[src/rtl/bsg_clk_gen_pearl_pkg.sv]
// bsg_clk_gen_pearl_pkg: shared state type and saturation helper for the pearl frequency monitor
package bsg_clk_gen_pearl_pkg;
  typedef enum logic [1:0] {IDLE, MEASURE, REPORT} bsg_clk_gen_pearl_mon_state_e;
  localparam int unsigned sat_width_max_lp = 32;
  function automatic logic [sat_width_max_lp-1:0] sat_val(input int unsigned width);
    return sat_width_max_lp'((64'd1 << width) - 64'd1);
  endfunction
endpackage

[src/rtl/bsg_clk_gen_pearl_edge_counter.sv]
// bsg_clk_gen_pearl_edge_counter: per-channel toggle edge detect and saturating edge counter
module bsg_clk_gen_pearl_edge_counter
  import bsg_clk_gen_pearl_pkg::*;
#(parameter int count_width_p = 12)
(
  input  logic                     clk_i,
  input  logic                     reset_i,
  input  logic                     toggle_i,
  input  logic                     clear_i,
  input  logic                     count_en_i,
  output logic [count_width_p-1:0] count_next_o
);
  localparam logic [count_width_p-1:0] sat_lp = count_width_p'(sat_val(count_width_p));
  logic toggle_q, edge_l;
  logic [count_width_p-1:0] count_q, count_d;
  assign edge_l = toggle_i != toggle_q;
  // next value is exported so the final window cycle's edge lands in the report
  assign count_d = clear_i ? '0
                 : (count_en_i && edge_l && count_q != sat_lp) ? count_q + count_width_p'(1)
                 : count_q;
  assign count_next_o = count_d;
  always_ff @(posedge clk_i) begin
    if (reset_i) begin
      toggle_q <= 1'b0;
      count_q  <= '0;
    end else begin
      toggle_q <= toggle_i;
      count_q  <= count_d;
    end
  end
endmodule

[src/rtl/bsg_clk_gen_pearl_freq_monitor.sv]
// bsg_clk_gen_pearl_freq_monitor: windowed multi-channel edge counting with bound check and sticky errors
module bsg_clk_gen_pearl_freq_monitor
  import bsg_clk_gen_pearl_pkg::*;
#(
  parameter int num_clk_p      = 4,
  parameter int window_width_p = 16,
  parameter int count_width_p  = 12
)
(
  input  logic                               clk_i,
  input  logic                               reset_i,
  input  logic                               en_i,
  input  logic [window_width_p-1:0]          window_cycles_i,
  input  logic [num_clk_p-1:0]               toggle_i,
  input  logic [num_clk_p*count_width_p-1:0] min_count_i,
  input  logic [num_clk_p*count_width_p-1:0] max_count_i,
  input  logic                               clear_i,
  output logic [num_clk_p*count_width_p-1:0] count_o,
  output logic                               count_v_o,
  output logic [num_clk_p-1:0]               pass_o,
  output logic [num_clk_p-1:0]               error_o
);
  bsg_clk_gen_pearl_mon_state_e state_q, state_d;
  logic [window_width_p-1:0] win_q, win_d;
  logic [num_clk_p*count_width_p-1:0] cnt_next, count_q;
  logic [num_clk_p-1:0] pass_d, pass_q, error_q;
  logic count_v_q, start, clr, cnt_en, fin;
  assign start = en_i && (window_cycles_i != '0);
  always_comb begin
    state_d = state_q;
    win_d   = win_q;
    clr     = 1'b0;
    cnt_en  = 1'b0;
    fin     = 1'b0;
    case (state_q)
      MEASURE: begin
        if (!en_i) state_d = IDLE;
        else begin
          cnt_en  = 1'b1;
          fin     = win_q == '0;
          state_d = fin ? REPORT : MEASURE;
          win_d   = fin ? win_q : win_q - window_width_p'(1);
        end
      end
      default: begin
        clr     = start;
        state_d = start ? MEASURE : IDLE;
        win_d   = start ? window_cycles_i - window_width_p'(1) : win_q;
      end
    endcase
  end
  for (genvar i = 0; i < num_clk_p; i++) begin : ch
    bsg_clk_gen_pearl_edge_counter #(.count_width_p(count_width_p)) ctr (
      .clk_i,
      .reset_i,
      .toggle_i(toggle_i[i]),
      .clear_i(clr),
      .count_en_i(cnt_en),
      .count_next_o(cnt_next[i*count_width_p +: count_width_p])
    );
  end
  // an inverted bound range (min > max) can never be satisfied, so it fails naturally
  always_comb begin
    pass_d = '0;
    for (int i = 0; i < num_clk_p; i++)
      pass_d[i] = (min_count_i[i*count_width_p +: count_width_p] <= cnt_next[i*count_width_p +: count_width_p])
               && (cnt_next[i*count_width_p +: count_width_p] <= max_count_i[i*count_width_p +: count_width_p]);
  end
  always_ff @(posedge clk_i) begin
    if (reset_i) begin
      state_q   <= IDLE;
      win_q     <= '0;
      count_q   <= '0;
      pass_q    <= '0;
      error_q   <= '0;
      count_v_q <= 1'b0;
    end else begin
      state_q   <= state_d;
      win_q     <= win_d;
      count_v_q <= fin;
      count_q   <= fin ? cnt_next : count_q;
      pass_q    <= fin ? pass_d : pass_q;
      error_q   <= (clear_i ? '0 : error_q) | (fin ? ~pass_d : '0);
    end
  end
  assign count_o   = count_q;
  assign count_v_o = count_v_q;
  assign pass_o    = pass_q;
  assign error_o   = error_q;
endmodule

[config.mk]
export PLATFORM = sky130hd
export DESIGN_NAME = bsg_clk_gen_pearl_freq_monitor
export DESIGN_NICKNAME = d
export VERILOG_FILES = /design/src/rtl/bsg_clk_gen_pearl_pkg.sv /design/src/rtl/bsg_clk_gen_pearl_edge_counter.sv /design/src/rtl/bsg_clk_gen_pearl_freq_monitor.sv
export SDC_FILE = /design/constraint.sdc
export NUM_CORES = 1
export LEC_CHECK = 0
export BUFFER_PORTS_ARGS = -buffer_cell sky130_fd_sc_hd__buf_2
export CAP_MARGIN = 20
export CORE_MARGIN = 2
export CORE_UTILIZATION = 61
export DETAILED_ROUTE_END_ITERATION = 12
export GPL_ROUTABILITY_DRIVEN = 0
export HOLD_SLACK_MARGIN = 0.08
export PLACE_DENSITY = 0.89
export SLEW_MARGIN = 20
export SYNTH_ARGS = -nofsm -noshare
export SYNTH_HDL_FRONTEND = slang
export SYNTH_HIERARCHICAL = 1
export SYNTH_SLANG_ARGS = --single-unit
[constraint.sdc]
create_clock -name clk_i -period 5.9 [get_ports clk_i]
set_input_delay 0.59 -clock clk_i [delete_from_list [all_inputs] [get_ports clk_i]]
set_output_delay 0.59 -clock clk_i [all_outputs]
set_load 0.02 [all_outputs]
==> metrics.md, run 1 <==
| Metric | Value |
|---|---|
| Status | finished, final reports clean |
| Nets@finish | 1591 |
| Post-synth EDFFs | 0 |
| Worst Skew | around 0.01 ns |
| Synth warnings | 6 |
| CTS tree | yes |
| Pleak | 4.524 nW |
| Final min period | between 4 and 5 ns |
| Crit-path max FO | 19 |
| Core area | 15090 sq um |
| Detail Route Antenna Nets | 0 |
| Skew-Pair Late Insertion Delay | 0.44 ns |
| First-pass GRT wire length | 41.02 mm |
| Most frequent cells in the layout | buf_2, nand2_1, a21oi_1 |
| Commonest non-fill, non-tap cell in the layout | buf_2 |
| Setup violators final | 0 |
| Area grow syn2layout | 15.97% |
| Clk root buf | clkbuf_16 |
| Slew @ Worst Pin | 1.038 ns |
| CP endpoint kind | flop |
| Ys async rst share | 0% |
| Ports | 177 |
| Register share of total power | 40.0% |
| P_sw | 596.7 uW |
| RSZ-0062 raised after global routing | no |
| IO Port Bufs | 176 |
| Sw Share | 26.83% |
| Die Wd | 127.7 um |
| DIE AREA | 16300 sq um |
| Mapped cell area | ~9300 sq um |
| H-tree Lvls | 4 |
| FF/Latch Area | roughly 2500 sq um |
| WL final | 25.20 mm |
| Ant diodes | 0 |
| Clk pwr share | a little under half |
| M3 GR Usage | between 5 and 6% |
| Largest net degree at the start of global routing | 53 |
| Multi-input gate area | 6107 sq um |
| Slew Limit Fails | 0 |
| Crit Path Category | reg -> reg |
| Post-DP HPWL | 18.37 mm |
| TritonRoute pass-1 iters | 6 |
| Grt ovf | 0 |
| DR vias/cell | between 6 and 7 |
| Met1 Track Usage GR | between 40% and 50% |
| Syn_nets | between 1000 and 1500 |
| CTS Buf Count | 17 |
| Yosys reg bits | between 100 and 150 |
| Startpoint Class | flop |
| DRT iter0 DRCs | between 700 and 800 |
| Synth unique cells | 67 |
| Worst slew margin | 30.83% |
| Global route hottest layer | met2 |
| Chip height | 127.7 um |
| Final TNS setup | 0 ns |
| Initial antenna violation count | 0 |
| Clock slew at reported path FFs | 0.06 ns |
| Arr. time, crit path | 4.98 ns |
| Setup bufs post-CTS | 0 |
| Initial Util | 61.84% |
| Average routed wire per standard cell | 16.04 um |
| Dominant synthesized flop cell | dfxtp_1 |
| Placed cell count | 1539 |
| Total power | 2.224 mW |
| Number of global-route vias before repair | just under 9000 |
| Post-Layout Cell Count | 1571 |
| Hold Buf Count CTS | 0 |
| Rows | 45 |
| FMAX | 214.8 MHz |
| DRC violation count after routing | 0 |
| Mapped Cells | about 1200 |
| Share of layout cells above drive strength 1 | 19.02% |
| VDD IR max | 0.2086 mV |
| Worst Hold Class | in -> reg |
| Cts repair resizes | 0 |
| Clk sink count | roughly 130 |
| Met2 Usage GRT | 50.33% |
| P_int | 1.628 mW |
| Period utilisation layout | 78.92% |
| Fin. Hold Viols | 0 |
| Max clock buf depth | 2 |
| Critical Path RT | 6.22 ns |
| Maximum capacitance violations | 0 |
| Comb pwr share | 13.4% |
| Sequential element share of the synthesized area | 27.25% |
| Syn avg cell area | between 7 and 8 sq um |
| Filler cells | ~1200 |
| Pwr/cell area | ~210 nW/um^2 |
| Vias | around 9500 |
| Gr usage total | 30.73% |
==> synth_stat cells, drive strengths merged, types with 3 or more instances <==
cell type / n / area share (%)
nand2: 169 / 7.0
a21oi: 152 / 8.2
dfxtp: 127 / 27
inv: 114 / 4.6
ha: 101 / 14
nor2: 60 / 2.4
o21ai: 52 / 2.8
nand4: 48 / 3.2
or3: 34 / 2.3
mux2i: 33 / 3.5
nor2b: 31 / 2.1
nor3: 30 / 1.6
nand3: 28 / 1.5
buf: 23 / 1.6
clkbuf: 18 / 0.78
nor4: 16 / 2.2
o31ai: 15 / 1.2
a31oi: 14 / 0.94
nand2b: 14 / 0.94
o211ai: 13 / 1.1
and3: 12 / 0.86
or4: 12 / 0.97
a21o: 10 / 0.80
a311oi: 10 / 0.94
and4: 8 / 0.75
or2: 8 / 0.54
mux2: 7 / 0.84
nor3b: 6 / 0.48
xor2: 5 / 0.79
a2111oi: 4 / 0.58
and2: 4 / 0.27
and3b: 4 / 0.43
dlygate4sd1: 4 / 0.38
or4b: 4 / 0.43
o32ai: 3 / 0.28
==> layer usage <==
layer,routed length [um],up-vias
met5,0,-
met4,693,0
met3,1939,62
met2,11740,432
met1,10820,4335
li1,-,4684
==> power by group through the flow <==
stage,logic [mW],registers (mW),clock network [mW]
4_1_cts,0.295,0.888,1.04
3_3_place_gp,0.281,0.906,0
6_report,0.299,0.889,1.04
2_1_floorplan,0.196,0.903,0
3_5_place_dp,0.290,0.907,0
5_1_grt,0.332,0.891,1.08
==> sequential cells by signal, indices dropped and copies added, names as in the netlist <==
name / count
ch.ctr/count_q: 48
ch.ctr/toggle_q: 4
count_o: 48
count_v_o: 1
error_o: 4
pass_o: 4
state_q: 2
win_q: 16
==> per-stage QoR <==
stage / utilization, % / hold WS [ns] / setup WS, ns / cell area, sq um
after floorplan: - / 0.4544 / 2.051 / 9331
after global placement: 67.90 / 0.4394 / 1.523 / 10250
after detailed placement: 67.90 / 0.4442 / 1.394 / 10250
after CTS: 71.72 / 0.4164 / 1.337 / 10820
after global routing: 71.72 / 0.4293 / 1.022 / 10820
final: 71.72 / 0.4196 / 1.244 / 10820
==> cells by family (layout without fill, tap and decap cells) <==
logic type | Yosys count | after routing | share of synthesized area (%)
xor+xnor | 7 | 7 | 0.9788
mux | 40 | 40 | 4.385
compound gates | 287 | 287 | 18.07
simple gates | 492 | 492 | 28.40
flops | 127 | 127 | 27.25
buf+inv | 160 | 329 | 7.375
fa+ha+maj | 101 | 101 | 13.54
==> cell type report <==
class	count	share of cell area, %
Clock inverter	11	1.064
Sequential cell	127	23.49
Clock buffer	21	4.255
Tap cell	188	2.174
Multi-Input combinational cell	927	56.43
Inverter	115	4.000
Timing Repair Buffer	182	8.579
==> worst max-delay path: stages, from the launching register on <==
cell       delay, ns
dfxtp_1         0.34
nor2b_1         0.14
buf_4           0.27
nand2_1         0.17
inv_1           0.52
buf_4           0.31
and3_2          0.22
nand2_2         0.09
or4_1           0.56
a21oi_1         0.29
ha_1            0.30
a21oi_1         0.12
o21ai_0         0.13
or4b_2          0.66
o2bb2ai_1       0.20
a21o_1          0.22
==> worst paths after layout <==
kind | start | endpoint | slack (ns) | depth (start not counted)
setup reg to reg | state_q[0] | error_o[1] | 1.24 | 15
hold / removal | toggle_i[3] | ch[3].ctr/toggle_q | 0.42 | 2
setup / recovery | state_q[0] | error_o[1] | 1.24 | 15
hold reg to reg | count_o[12] | count_o[12] | 0.45 | 2
(Power assumes the default switching activity.)
==> inputs of run 2 (changes only) <==
- CORE_UTILIZATION: 61 -> 51
- PLACE_DENSITY: 0.89 -> 0.79
- clock period: 5.9 -> 4.1 ns (I/O delays scaled with it)
==> run 2 against run 1 <==
Design area rose by 2.4%. Register-to-register slack got worse by 1.0 ns. Combinational power rose by 46%. Clock power rose by 50%. Critical endpoint is now error_o[0]. Utilization fell by 10 points. Highest routed layer unchanged. Hold slack got worse by 0.18 ns.
==> metrics.md, run 2 (same netlist as run 1, synthesis figures left out) <==
| Metric | Value |
|---|---|
| DRT iter0 DRCs | 787 (+4.0%) |
| RR Startpoint | state_q[0] |
| Die Wd | 139.3 um (+9.1%) |
| Post-route cell area | 11080 sq um (+2.4%) |
| Critical-path top delay cell | or4b_2 |
| Slew @ Worst Pin | 0.8612 ns (-0.1763 ns) |
| Share of layout cells above drive strength 1 | 20.57% (+1.6 points) |
| Crit-path cells | nor2b_1 -> nand2_1 -> inv_2 -> buf_4 -> and3_2 -> nand2_2 -> or4_1 -> a21oi_1 -> ha_1 -> a21oi_1 -> o21ai_0 -> or4b_2 -> a31oi_1 -> o32ai_1 |
| CP most frequent cell | a21oi_1 |
| Worst Hold Class | in -> reg |
| Comb pwr share | 13.4% (about the same) |
| Average routed wire per standard cell | 15.96 um (-0.52%) |
| Status | finished, final reports clean |
| Pwr/cell area | 296.1 nW/um^2 (+44%) |
| Final TNS setup | 0 ns (unchanged) |
| Core Util, Final | 61.66% (-10 points) |
| Max clock buf depth | 2 (unchanged) |
| Skew-Pair Late Insertion Delay | 0.44 ns (about the same) |
| R2R Setup Slk | 0.21 ns (-1.03 ns) |
| Total power | 3.280 mW (+47%) |
| Initial antenna violation count | 0 (unchanged) |
| Clock slew at reported path FFs | 0.07 ns (about the same) |
| Commonest non-fill, non-tap cell in the layout | buf_2 |
| Setup violators final | 0 (unchanged) |
| RSZ-0062 raised after global routing | no |
| FMAX | 257.0 MHz (+20%) |
| Register share of total power | 39.0% (-1.0 points) |
| Period utilisation layout | 94.90% (+16 points) |
| Clk pwr share | 47.7% (+1.1 points) |
| Arr. time, crit path | 4.18 ns (-0.80 ns) |
| H-tree Lvls | 4 (unchanged) |
| CP endpoint kind | flop |
| CP max stage delay | 0.66 ns (about the same) |
| Filler cells | 1554 (+31%) |
| Crit Path Category | reg -> reg |
| Worst r2r dst | error_o[0] |
| Rows | 49 (+8.9%) |
| Worst Skew | 0.01257 ns (+0.002442 ns) |
| Clk sink count | 127 (unchanged) |
| Worst slew margin | 42.45% (+12 points) |
| CTS Buf Count | 17 (unchanged) |
| Final min period | 3.891 ns (-0.7655 ns) |
| Critical Path RT | 4.39 ns (-1.83 ns) |
| Startpoint Class | flop |
| Initial Util | 51.95% (-9.9 points) |
| Placed cell area | 10450 sq um (+1.9%) |
| Chip height | 139.3 um (+9.1%) |
| Detail Route Antenna Nets | 0 (unchanged) |
| Pleak | 4.660 nW (+3.0%) |
| Cell depth of the worst flop-to-flop path | 14 (-1) |
| Nets@finish | 1613 (+1.4%) |
| WP buf/inv | 2 (-1) |
| Ant diodes | 0 (unchanged) |
| TritonRoute pass-1 iters | 6 (unchanged) |
| P_int | 2.381 mW (+46%) |
| Grt ovf | 0 (unchanged) |
| Sw Share | 27.40% (+0.57 points) |
| VDD IR max | 0.3087 mV (+48%) |
| DRC violation count after routing | 0 (unchanged) |
| Largest net degree at the start of global routing | 61 (+15%) |
| IO Port Bufs | 176 (unchanged) |
| Hold endpoint | ch[3].ctr/toggle_q |
| Area grow syn2layout | 18.71% |
| Ports | 177 (unchanged) |
| Most frequent cells in the layout | buf_2, nand2_1, a21oi_1 |
| Fin. Hold Viols | 0 (unchanged) |
| First-pass GRT wire length | 43.30 mm (+5.6%) |
| Slew Limit Fails | 0 (unchanged) |
| DIE AREA | 19390 sq um (+19%) |
| Worst Hold Depth | 2 (unchanged) |
| CP top delay family | simple AND/OR/NAND/NOR gates |
| Vias | 9589 (+0.80%) |
| P_sw | 898.5 uW (+51%) |
| Number of global-route vias before repair | 8979 (+2.0%) |
| WL final | 26.07 mm (+3.5%) |
| Maximum capacitance violations | 0 (unchanged) |
| Crit-path max FO | 11 (-8) |
| Clk root buf | clkbuf_16 |
| Core area | 17960 sq um (+19%) |
| Gr usage total | 26.84% (-3.9 points) |
| DR vias/cell | 5.868 (-3.1%) |
| Beginning of the worst hold path | toggle_i[3] |
| CTS tree | yes |
| Post-DP HPWL | 19.23 mm (+4.7%) |
-- run 2: changes by cell type in the layout (fill, tap and decap cells not counted), moves of 2 or more --
cell | previous run | this run
buf_4 | 7 | 28
clkbuf_1 | 2 | 0
clkbuf_8 | 2 | 0
inv_6 | 0 | 2
-- run 2: timing repair --
item	4_1_cts	5_1_grt
endpoints found under the setup margin	0	5
resized for setup	0	2
hold buffers	0	0
setup buffers	0	4
-- run 2: final cells by class --
type | instances | area [sq um] | area share (%)
inverter | 115 | 432.9 | 3.908
tap | 229 | 286.5 | 2.587
multi-input combinational | 927 | 6115 | 55.20
sequential | 127 | 2542 | 22.95
clock buffer | 17 | 425.4 | 3.840
timing repair buffer | 204 | 1106 | 9.985
clock inverter | 15 | 168.9 | 1.525
-- run 2: worst max-delay path by stage --
| stage | from | endpoint | slack, ns | cells after the start |
|---|---|---|---|---|
| floorplan | state_q[0] | error_o[3] | 0.25 | 15 |
| global placement | en_i | error_o[0] | 0.23 | 14 |
| detailed placement | en_i | error_o[3] | 0.16 | 14 |
| CTS | state_q[0] | error_o[3] | 0.13 | 14 |
| global route | state_q[0] | error_o[3] | 0.01 | 14 |
| finish | state_q[0] | error_o[0] | 0.21 | 14 |
-- run 2: power groups by stage --
stage	logic (mW)	registers (mW)	clock network, mW
6_report	0.438	1.28	1.56
5_1_grt	0.490	1.28	1.62
4_1_cts	0.433	1.28	1.57
3_5_place_dp	0.430	1.30	0
3_3_place_gp	0.419	1.30	0
2_1_floorplan	0.282	1.30	0
-- run 2: metal layers --
layer / global-route usage, % / vias up / share of wire [%] / wire (um)
met2: 43.14 / 371 / 45 / 11730
met3: 4.886 / 57 / 7.0 / 1836
met1: 35.56 / 4436 / 45 / 11690
met5: 0 / - / 0 / 0
li1: - / 4725 / - / -
met4: 11.27 / 0 / 3.1 / 813
-- run 2: stage by stage --
step | setup slack, ns | cells | hold slack, ns
6_report | 0.2093 | 1634 | 0.2361
5_1_grt | 0.01327 | 1634 | 0.2522
4_1_cts | 0.1318 | 1630 | 0.2322
3_5_place_dp | 0.1569 | 1598 | 0.4443
3_3_place_gp | 0.2340 | 1598 | 0.4403
2_1_floorplan | 0.2532 | 1214 | 0.4544
==> inputs of run 3 (changes only) <==
- CORE_UTILIZATION: 51 -> 61
- PLACE_DENSITY: 0.79 -> 0.89
- clock period: 4.1 -> 5.02 ns (I/O delays scaled with it)
==> run 3 against run 2 <==
Clock skew is 0.0031 ns lower. Power is 19% lower. Largest cell class unchanged. Register-to-register slack better by 0.70 ns. Maximum frequency is 5.4% lower.
==> metrics.md, run 3 (same netlist as run 1, synthesis figures left out) <==
| Metric | Value |
|---|---|
| Chip height | 127.7 um (-8.3%) |
| R2R Setup Slk | 0.91 ns (+0.70 ns) |
| Slew @ Worst Pin | 1.044 ns (+0.1829 ns) |
| Hold Buf Count CTS | 0 (unchanged) |
| DR vias/cell | 6.124 (+4.4%) |
| Comb pwr share | 13.3% (about the same) |
| Clk sink count | 127 (unchanged) |
| Skew-Pair Late Insertion Delay | 0.43 ns (about the same) |
| Gr usage total | 31.02% (+4.2 points) |
| DRT iter0 DRCs | 799 (+1.5%) |
| H-tree Lvls | 4 (unchanged) |
| RSZ-0062 raised after global routing | no |
| Critical Path RT | 5.31 ns (+0.92 ns) |
| VDD IR max | 0.2721 mV (-12%) |
| Final min period | 4.112 ns (+0.2213 ns) |
| Commonest non-fill, non-tap cell in the layout | buf_2 |
| Core area | 15090 sq um (-16%) |
| Nets@finish | 1593 (-1.2%) |
| Crit-path max FO | 12 (+1) |
| Final TNS setup | 0 ns (unchanged) |
| Startpoint Class | flop |
| Vias | 9633 (+0.46%) |
| Clk root buf | clkbuf_16 |
| Arr. time, crit path | 4.40 ns (+0.22 ns) |
| Initial Util | 61.84% (+9.9 points) |
| Crit-path cells | nor2b_1 -> nand2_1 -> inv_1 -> buf_4 -> and3_2 -> nand2_2 -> or4_1 -> a21oi_1 -> ha_1 -> a21oi_1 -> o21ai_0 -> or4b_2 -> a31oi_1 -> o32ai_1 |
| Fin. Hold Viols | 0 (unchanged) |
| Clk pwr share | 47.3% (-0.4 points) |
| Final worst slack | 0.9080 ns (+0.6987 ns) |
| Rows | 45 (-8.2%) |
| Ant diodes | 0 (unchanged) |
| Area grow syn2layout | 16.41% |
| Setup bufs post-CTS | 0 (unchanged) |
| Post-Place Worst Slack | 0.7753 ns (+0.6184 ns) |
| Worst slew margin | 30.39% (-12 points) |
| Grt ovf | 0 (unchanged) |
| Die Wd | 127.7 um (-8.3%) |
| Pleak | 4.545 nW (-2.5%) |
| Setup violators final | 0 (unchanged) |
| Critical-path top delay cell | or4b_2 |
| Number of global-route vias before repair | 9022 (+0.48%) |
| WL final | 25.70 mm (-1.4%) |
| Clock slew at reported path FFs | 0.06 ns (about the same) |
| Slew Limit Fails | 0 (unchanged) |
| Worst r2r dst | error_o[0] |
| CTS tree | yes |
| Setup crit start | state_q[0] |
| Ports | 177 (unchanged) |
| CP max stage delay | 0.65 ns (about the same) |
| Placed cell count | 1541 (-3.6%) |
| Maximum capacitance violations | 0 (unchanged) |
| Share of layout cells above drive strength 1 | 19.28% (-1.3 points) |
| First-pass GRT wire length | 41.63 mm (-3.8%) |
| Largest net degree at the start of global routing | 56 (-8.2%) |
| FMAX | 243.2 MHz (-5.4%) |
| CP endpoint kind | flop |
| Post-Layout Cell Count | 1573 (-3.7%) |
| Max clock buf depth | 2 (unchanged) |
| DRC violation count after routing | 0 (unchanged) |
| Most frequent cells in the layout | buf_2, nand2_1, a21oi_1 |
| Register share of total power | 39.3% (+0.3 points) |
| DIE AREA | 16300 sq um (-16%) |
| CTS Buf Count | 17 (unchanged) |
| TritonRoute pass-1 iters | 5 (-1) |
| Worst Skew | 0.009518 ns (-0.003054 ns) |
| Worst setup path end | error_o[0] |
| CP most frequent cell | a21oi_1 |
| Cts repair resizes | 0 (unchanged) |
| Worst Hold Class | in -> reg |
| Total power | 2.655 mW (-19%) |
| Period utilisation layout | 81.91% (-13 points) |
| P_sw | 720.0 uW (-20%) |
| Hold slack | 0.3387 ns (+0.1026 ns) |
| Cell depth of the worst flop-to-flop path | 14 (unchanged) |
| RR Startpoint | state_q[0] |
| Pwr/cell area | 244.4 nW/um^2 (-17%) |
| Crit Path Category | reg -> reg |
| Beginning of the worst hold path | toggle_i[2] |
| Detail Route Antenna Nets | 0 (unchanged) |
| Average routed wire per standard cell | 16.34 um (+2.4%) |
| Initial antenna violation count | 0 (unchanged) |
| Status | finished, final reports clean |
| Sw Share | 27.12% (-0.27 points) |
| Post-DP HPWL | 18.59 mm (-3.3%) |
| IO Port Bufs | 176 (unchanged) |
| P_int | 1.935 mW (-19%) |
-- run 3: changes by cell type in the layout (fill, tap and decap cells not counted), sizes merged --
cell	delta
clkbuf	+3
bufinv	-1
inv	-1
clkinv	-2
clkinvlp	+1
buf	-20
-- run 3: worst min path at each step --
stage,to,slack (ns),cells after the start
after floorplan,win_q[15],0.45,2
after global placement,count_o[14],0.44,2
after detailed placement,count_o[16],0.44,2
after CTS,ch[0].ctr/toggle_q,0.34,2
after global routing,ch[2].ctr/toggle_q,0.34,2
final,ch[2].ctr/toggle_q,0.34,2
-- run 3: power by group through the flow --
| stage | Clock (mW) | Sequential [mW] | Combinational [mW] |
|---|---|---|---|
| final | 1.26 | 1.04 | 0.353 |
| after global routing | 1.31 | 1.05 | 0.391 |
| after CTS | 1.27 | 1.04 | 0.347 |
| after detailed placement | 0 | 1.07 | 0.344 |
| after global placement | 0 | 1.06 | 0.334 |
| after floorplan | 0 | 1.06 | 0.230 |
-- run 3: stage by stage --
step	util, %	instance area [sq um]
2_1_floorplan	-	9331
4_1_cts	71.99	10860
5_1_grt	71.99	10860
3_5_place_dp	68.00	10260
6_report	71.99	10860
3_3_place_gp	68.00	10260
-- run 3: worst max-delay path: cells and delay by family (launching register included) --
| kind | cells | cell delay, ns |
|---|---|---|
| buffers and inverters | 2 | 0.56 |
| AND/OR/NAND/NOR | 6 | 1.82 |
| adder cells (fa/ha/maj) | 1 | 0.30 |
| flip-flops | 1 | 0.36 |
| AO/OA/AOI/OAI | 5 | 0.92 |
-- run 3: routing by layer --
layer | part of all wire [%] | up-vias | GRT usage [%] | wire [um]
met4 | 2.3 | 0 | 10.34 | 593
met1 | 43 | 4434 | 40.05 | 11100
met2 | 47 | 458 | 52.56 | 12010
met3 | 7.8 | 58 | 5.551 | 1996
met5 | 0 | - | 0 | 0
li1 | - | 4683 | - | -
-- run 3: final cells by class --
type	count	area, sq um
Sequential cell	127	2542
Multi-Input combinational cell	927	6107
Tap cell	188	235.2
Clock buffer	20	466.7
Fill cell	1198	4227
Inverter	115	432.9
Timing Repair Buffer	184	943.4
Clock inverter	12	135.1
